==> src/rtl/sincos.sv <==
`default_nettype none
// ============================================================================
// sincos : pipelined CORDIC rotation-mode cosine/sine generator
// Rev 1.0
// ============================================================================
module sincos #(
  parameter int WIDTH = 16,
  parameter int ITER  = WIDTH - 2
) (
  input  logic                    clk,
  input  logic                    reset,
  input  logic                    sink_valid,
  input  logic signed [WIDTH-1:0] sink,
  output logic                    source_valid,
  output logic signed [WIDTH-1:0] source_x,
  output logic signed [WIDTH-1:0] source_y
);

  localparam int XW = WIDTH + 2;
  localparam int ZW = WIDTH + 1;

  // atan(2^-k) in radians; beyond k=11 atan(2^-k) equals 2^-k well below one LSB
  function automatic real atan_pow2(input int k);
    case (k)
      0:       return 0.7853981633974483;
      1:       return 0.4636476090008061;
      2:       return 0.24497866312686414;
      3:       return 0.12435499454676144;
      4:       return 0.06241880999595735;
      5:       return 0.031239833430268277;
      6:       return 0.015623728620476831;
      7:       return 0.007812341060101111;
      8:       return 0.0039062301319669718;
      9:       return 0.0019531225164788188;
      10:      return 0.0009765621895593195;
      11:      return 0.0004882812111948983;
      default: return 2.0 ** (-k);
    endcase
  endfunction

  function automatic int scale_round(input real v, input int sh);
    return $rtoi(v * (2.0 ** sh) + 0.5);
  endfunction

  localparam logic signed [ZW-1:0] PI     = ZW'(scale_round(3.141592653589793, WIDTH - 3));
  localparam logic signed [ZW-1:0] HALF   = ZW'(scale_round(1.5707963267948966, WIDTH - 3));
  localparam logic signed [XW-1:0] K0     = XW'(scale_round(0.6072529350, WIDTH - 2));
  localparam logic signed [XW-1:0] SAT_HI = XW'((1 << (WIDTH - 1)) - 1);
  localparam logic signed [XW-1:0] SAT_LO = -SAT_HI;

  logic signed [ZW-1:0] ang_tab [0:ITER-1];

  for (genvar k = 0; k < ITER; k++) begin : g_ang
    localparam logic signed [ZW-1:0] ANG = ZW'(scale_round(atan_pow2(k), WIDTH - 3));
    assign ang_tab[k] = ANG;
  end

  logic [ITER:0]        vld;
  logic signed [XW-1:0] x_p [0:ITER];
  logic signed [XW-1:0] y_p [0:ITER];
  logic signed [ZW-1:0] z_p [0:ITER];
  logic signed [ZW-1:0] sink_ext;

  assign sink_ext = {sink[WIDTH-1], sink};

  function automatic logic signed [WIDTH-1:0] sat(input logic signed [XW-1:0] v);
    if (v > SAT_HI)      return SAT_HI[WIDTH-1:0];
    else if (v < SAT_LO) return SAT_LO[WIDTH-1:0];
    else                 return v[WIDTH-1:0];
  endfunction

  always_ff @(posedge clk) begin
    if (reset) begin
      vld <= '0;
      for (int i = 0; i <= ITER; i++) begin
        x_p[i] <= '0;
        y_p[i] <= '0;
        z_p[i] <= '0;
      end
      source_valid <= 1'b0;
      source_x     <= '0;
      source_y     <= '0;
    end else begin
      // Fold the phase into [-pi/2, pi/2]; a half-turn is absorbed by negating x0
      vld[0] <= sink_valid;
      y_p[0] <= '0;
      if (sink_ext > HALF) begin
        z_p[0] <= sink_ext - PI;
        x_p[0] <= -K0;
      end else if (sink_ext < -HALF) begin
        z_p[0] <= sink_ext + PI;
        x_p[0] <= -K0;
      end else begin
        z_p[0] <= sink_ext;
        x_p[0] <= K0;
      end

      for (int i = 1; i <= ITER; i++) begin
        vld[i] <= vld[i-1];
        if (!z_p[i-1][ZW-1]) begin
          x_p[i] <= x_p[i-1] - (y_p[i-1] >>> (i - 1));
          y_p[i] <= y_p[i-1] + (x_p[i-1] >>> (i - 1));
          z_p[i] <= z_p[i-1] - ang_tab[i-1];
        end else begin
          x_p[i] <= x_p[i-1] + (y_p[i-1] >>> (i - 1));
          y_p[i] <= y_p[i-1] - (x_p[i-1] >>> (i - 1));
          z_p[i] <= z_p[i-1] + ang_tab[i-1];
        end
      end

      source_valid <= vld[ITER];
      if (vld[ITER]) begin
        source_x <= sat(x_p[ITER]);
        source_y <= sat(y_p[ITER]);
      end
    end
  end

endmodule
`default_nettype wire

==> config.mk <==
export PLATFORM = sky130hd
export DESIGN_NAME = sincos
export DESIGN_NICKNAME = d
export VERILOG_FILES = /design/src/rtl/sincos.sv
export SDC_FILE = /design/constraint.sdc
export NUM_CORES = 2
export LEC_CHECK = 0
export BUFFER_PORTS_ARGS = -buffer_cell sky130_fd_sc_hd__buf_4
export CORE_ASPECT_RATIO = 1.1
export CORE_MARGIN = 4
export CORE_UTILIZATION = 50
export CTS_BUF_LIST = sky130_fd_sc_hd__clkbuf_2
export DETAILED_ROUTE_END_ITERATION = 12
export GPL_TIMING_DRIVEN = 0
export PLACE_DENSITY = 0.72
export SETUP_SLACK_MARGIN = 0.4
export SLEW_MARGIN = 15
export SYNTH_ARGS = -nofsm -noshare
export SYNTH_HDL_FRONTEND = slang
export SYNTH_SLANG_ARGS = --single-unit
==> constraint.sdc <==
create_clock -name clk -period 5.35 [get_ports clk]
set_clock_uncertainty 0.2 [all_clocks]
set_input_delay 0.8025 -clock clk [delete_from_list [all_inputs] [get_ports clk]]
set_output_delay 0.8025 -clock clk [all_outputs]
set_load 0.01 [all_outputs]
# ---- After elaboration in Yosys (flattened, before gate mapping)
# Memories as Yosys holds them, arrays and structs flattened.
# Cells that the tools add are included.
dict set report word_totals {
  in_bits 19
  latch_bits 0
  ff_bits 48
  output_inout_bits 33
  ramBits 795
  elab_cells 382
  rom_bits 0
  mem_count 3
}
dict set report op_classes {
  n_reduce_logical 0
  n_addsub 85
  n_eq_ne 0
  mux 193
  shifts 0
  n_lt_le_gt_ge 6
  n_bitwise 91
  n_div 0
  multipliers 0
}
# name depth width rd rd_clocked_by_memory_dff wr line
set memory_table {}
lappend memory_table {x_p 15 18 15 0 15 59} ;# logic signed [XW-1:0] x_p [0:ITER];
lappend memory_table {y_p 15 18 15 0 15 60} ;# logic signed [XW-1:0] y_p [0:ITER];
lappend memory_table {z_p 15 17 14 0 15 61} ;# logic signed [ZW-1:0] z_p [0:ITER];
# op count
set ops {}
lappend ops {{18-bit two-way mux} 60}
lappend ops {{17-bit two-way mux} 31}
lappend ops {{1-bit two-way mux} 98}
lappend ops {{1-bit bitwise OR} 91}
lappend ops {{16-bit two-way mux} 4}
lappend ops {{18-bit by 10-bit adder with 18-bit output} 2}
lappend ops {{18-bit by 11-bit adder with 18-bit output} 2}
lappend ops {{18-bit by 12-bit adder with 18-bit output} 2}
lappend ops {{18-bit by 13-bit adder with 18-bit output} 2}
lappend ops {{18-bit by 14-bit adder with 18-bit output} 2}
lappend ops {{18-bit by 15-bit adder with 18-bit output} 2}
lappend ops {{18-bit by 16-bit adder with 18-bit output} 2}
lappend ops {{18-bit by 17-bit adder with 18-bit output} 2}
lappend ops {{18-bit by 5-bit adder with 18-bit output} 2}
lappend ops {{18-bit by 6-bit adder with 18-bit output} 2}
lappend ops {{18-bit by 7-bit adder with 18-bit output} 2}
lappend ops {{18-bit by 8-bit adder with 18-bit output} 2}
lappend ops {{18-bit by 9-bit adder with 18-bit output} 2}
lappend ops {{18-bit by 16-bit > comparator with 1-bit output (second input constant)} 2}
lappend ops {{18-bit by 16-bit less-than comparator with 1-bit output (second input constant)} 2}
lappend ops {{18-bit by 10-bit subtractor with 18-bit output} 2}
lappend ops {{18-bit by 11-bit subtractor with 18-bit output} 2}
lappend ops {{18-bit by 12-bit subtractor with 18-bit output} 2}
lappend ops {{18-bit by 13-bit subtractor with 18-bit output} 2}
lappend ops {{other kinds (41)} 53}

# ---- Longest topological paths before layout
dict set report logic_depth {
  word_depth 7
  mapped_depth 16
  mapped_depth_nobuf 16
}

# ---- Worst setup path after synthesis
# Ideal clock, no wire load.
dict set report synth_timing {
  path_kind {input-to-reg}
  start {in reset}
  end {mem y_p[0][106] (netlist bit) (data pin)}
  required_time_ps 4884
  path_buffers 2
  arrival_ps 4358
  stages 15
  setup_ps 266
  setup_slack_ps 526
  path_cell_list {inv_1 nand2_1 inv_1 clkbuf_1 buf_1 mux2i_1 fa_1 a21o_1 a21o_1 a2111oi_0 o31ai_1 o41ai_2 o21ai_0 xnor2_1 nor2_1}
}
# item line
set synth_rtl {}
lappend synth_rtl {{from (decl)} 11} ;# input logic reset,
lappend synth_rtl {{to (decl)} 60}

==> impl_metrics.yaml <==
critical_path:
  critPathKind: "in -> reg"
  arrival_ns: 6.07
  crit_path_max_incr_delay_ns: 0.64
  setup.worst_path.start_class: "input port"
  crit_required_ns: 6.45
  crit_buf_inv: 6
  crit_fanout: 10
  path_cells: "buf_4, clkinvlp_4, clkbuf_2, clkbuf_2, o2111ai_1, inv_1, fa_1, nor2b_1, o21a_1, o21ai_0, a21oi_1, a21oi_1, xnor2_1, mux2i_1, dlygate4sd3_1, nor2_1"
  worstSetupEndpointType: "flop"
  critPathSlowestCell: "clkbuf_2"
  critPathTopFamily: "buffers and inverters"
global_route:
  antenna_found_initial: 6
  grt_pass1_wl_microns: 253000
  grt_max_degree: 24
  grt_usage_pct: 25.9
  grt_pass1_vias: 48300
  grt.overflow.total: 0
cts:
  clock_sinks: 750
  cts.reportedPaths.clkPinSlew_ns: 0.10
  root_buffer: "clkbuf_2"
  cts_htree_levels: 4
  post_cts_buffers: 0
  clockBufferDepth: 3
  cts_tree: "yes"
  clk_latency_ns: 1.64
  cts_made_buffers: 200
sta:
  post-route-min-period_ns: 4.97
  setup_violations: 0
  hold_viol: 0
  final.setup.worst_slack_ns: 0.378
  min_period_over_period_pct: 92.9
  max_freq_ghz: 0.201
  report.final.slew_viol_count: 0
  worst_pin_slew_ns: 1.30
  grt_setup_unrepaired: "yes"
  slew_headroom_pct: 13.3
synthesis:
  synthArstFlopShare_pct: 0
  synth.ff_latch_count: 750
  syn_avg_cell_area_sq_um: 9.49
  synth_top_area_cell: "edfxtp_1"
  synth_seq_area_share_pct: 37.0
  synth_flop_cell: "edfxtp_1"
  netlist_instances: 6282
  yosysUniqueCellTypes: 95
  ys_warn_count: 0
  synth_edf_count: 701
  yosysTopAreaCellShare_pct: 35.3
  syn-cell-area_sq_um: 59600
  synthTopCellsByArea: "edfxtp_1 35%, ha_1 15%, nor2_1 5.7%"
die:
  num_rows: 132
  start_util_pct: 50.5
  core_area_sq_um: 118000
  fp.dieH_microns: 370
  die_area_sq_um: 125000
  io_pins: 52
  dieWidth_microns: 337
finish:
  layout.nets: 8034
  syn2layout_area_growth_pct: 12.7
  drive_gt1_share_pct: 6.51
  fillers: 10600
  fin_area_sq_um: 67200
  mostFrequentLayoutCell: "nor2_1"
  layout_common_cells: "905 x nor2_1, 701 x edfxtp_1, 701 x conb_1"
pwr:
  ir_worst_vdd_v: 0.000281
  switchingPower_w: 0.0220
  swShare_pct: 47.7
  p_int_w: 0.0241
  powerDensity_nw_per_um2: 686
  pwr-share-clk_pct: 9.7
  p_comb_share_pct: 65.5
  p_leak_nw: 29.5
  sequentialPowerShare_pct: 24.8
worst_hold_path:
  hold_class: "in -> reg"
route:
  drt_iter0_drc: 3451
  firstDrtPassIters: 8
  drcViolationCount: 0
  route.antenna.remaining_nets: 0
  num_vias: 49300
  avgViaCountPerCell: 5.49
  wl_per_cell_microns: 18.1
  routed_wl_microns: 162000
flow_run:
  cap_violations: 0
placement:
  post-place-ws_ns: -2.01
  hpwl_microns: 127000
  postPlaceCellArea_sq_um: 64600
  place_congestion: 0.933
  io_buffer_count: 51
outcome:
  run_status: "finished clean"
-- worst register-to-register path: stages (launching register included) --
cell,delay [ns]
edfxtp_1,0.32
nor2b_1,0.55
clkbuf_1,0.36
inv_1,0.12
clkbuf_2,0.39
nand2_1,0.19
o21ai_0,0.18
fa_1,0.51
a211oi_1,0.36
o21bai_1,0.19
a41o_1,0.30
a21o_1,0.21
a21oi_1,0.22
o21ai_0,0.13
xnor2_1,0.15
nor2_1,0.06
-- state kept, by name, indices dropped and copies added, names as in the netlist --
register      cells
y_p             248
x_p             240
z_p             214
source_x         16
source_y         16
vld              15
source_valid      1
-- power by group through the flow --
stage	sequential, W	combinational (W)	clock [W]
6_report	0.0114	0.0302	0.00447
2_1_floorplan	0.0106	0.0231	0
3_5_place_dp	0.0115	0.0296	0
5_1_grt	0.0116	0.0335	0.00495
4_1_cts	0.0114	0.0299	0.00463
3_3_place_gp	0.0115	0.0290	0
-- synth_stat cells (11+ instances only) --
cell,n
a2111oi_0,19
a211oi_1,53
clkbuf_1,143
dfxtp_1,49
mux2i_1,41
a21oi_1,495
o21bai_1,46
o22ai_1,13
nand4_1,33
nor2b_1,195
xor2_1,323
and3_1,35
o21ai_0,342
ha_1,691
inv_1,234
o211ai_1,29
o31a_1,12
a311oi_1,11
or3_1,38
xnor2_1,384
a41oi_1,11
or2_2,18
nor3_1,129
nor3b_1,19
o21a_1,95
nand3b_1,12
edfxtp_1,701
nand3_1,77
a221oi_1,15
nand2b_1,104
or4_1,14
o31ai_1,40
a211o_1,16
a21o_1,240
o41ai_1,14
a31oi_1,62
buf_1,20
nor2_1,905
fa_1,40
and2_1,26
nor4_1,34
nand2_1,327
-- path summary, 6_finish.rpt --
kind	startpoint	end	slack, ns	cells past startpoint
min	reset	y_p[0][142]	0.24	5
min reg2reg	vld[11]	vld[12]	0.25	1
max reg2reg	z_p[6][16]	x_p[3][32]	0.62	15
max	reset	z_p[0][11]	0.38	16
-- repair_timing --
| action | 4_1_cts | 5_1_grt |
|---|---|---|
| pin swaps | 0 | 0 |
| hold buffers | 46 | 0 |
| setup endpoints to repair | 21 | 31 |
| endpoints found under the hold margin | 27 | 0 |
| resized for setup | 13 | 27 |
-- metrics by stage --
stage | utilization, % | hold slack, ns | TNS, ns | total power, W | std cells
6_report | 56.9 | 0.241 | 0 | 0.0461 | 8983
3_5_place_dp | 54.7 | 0.228 | -118.85 | 0.0411 | 8577
3_3_place_gp | 54.7 | 0.216 | -551.04 | 0.0405 | 8574
4_1_cts | 56.8 | 0.0242 | 0 | 0.0459 | 8977
2_1_floorplan | - | 0.214 | 0 | 0.0337 | 6982
5_1_grt | 56.9 | 0.0475 | 0 | 0.0500 | 8981
-- kinds of logic after synthesis --
family          Yosys count  synth area share, %
xor+xnor                707                 10.4
buf+inv                 407                 2.57
simple gates           1992                 15.6
mux                      51                0.877
other cells               1              0.00629
compound gates         1643                 17.8
flops                   750                 37.0
fa+ha+maj               731                 15.8
-- layer usage --
layer | vias to the layer above | track usage (%) | wire, microns
li1 | 24300 | - | -
met1 | 23200 | 29.2 | 63700
met2 | 1421 | 46.5 | 80700
met3 | 396 | 4.24 | 8730
met4 | 0 | 13.9 | 9390
met5 | - | 0 | 0
-- final cells by class --
type                            count  area (sq um)  area share (%)
Antenna cell                        6          15.0          0.0224
Buffer                            167           674            1.00
Clock buffer                      290          1450            2.16
Clock inverter                     64           551           0.820
Inverter                          240           905            1.35
Multi-Input combinational cell   5825         38700            57.6
Sequential cell                   750         22000            32.8
Tap cell                         1541          1930            2.87
Timing Repair Buffer              100           918            1.37
Power figures use the tool's default switching activity.
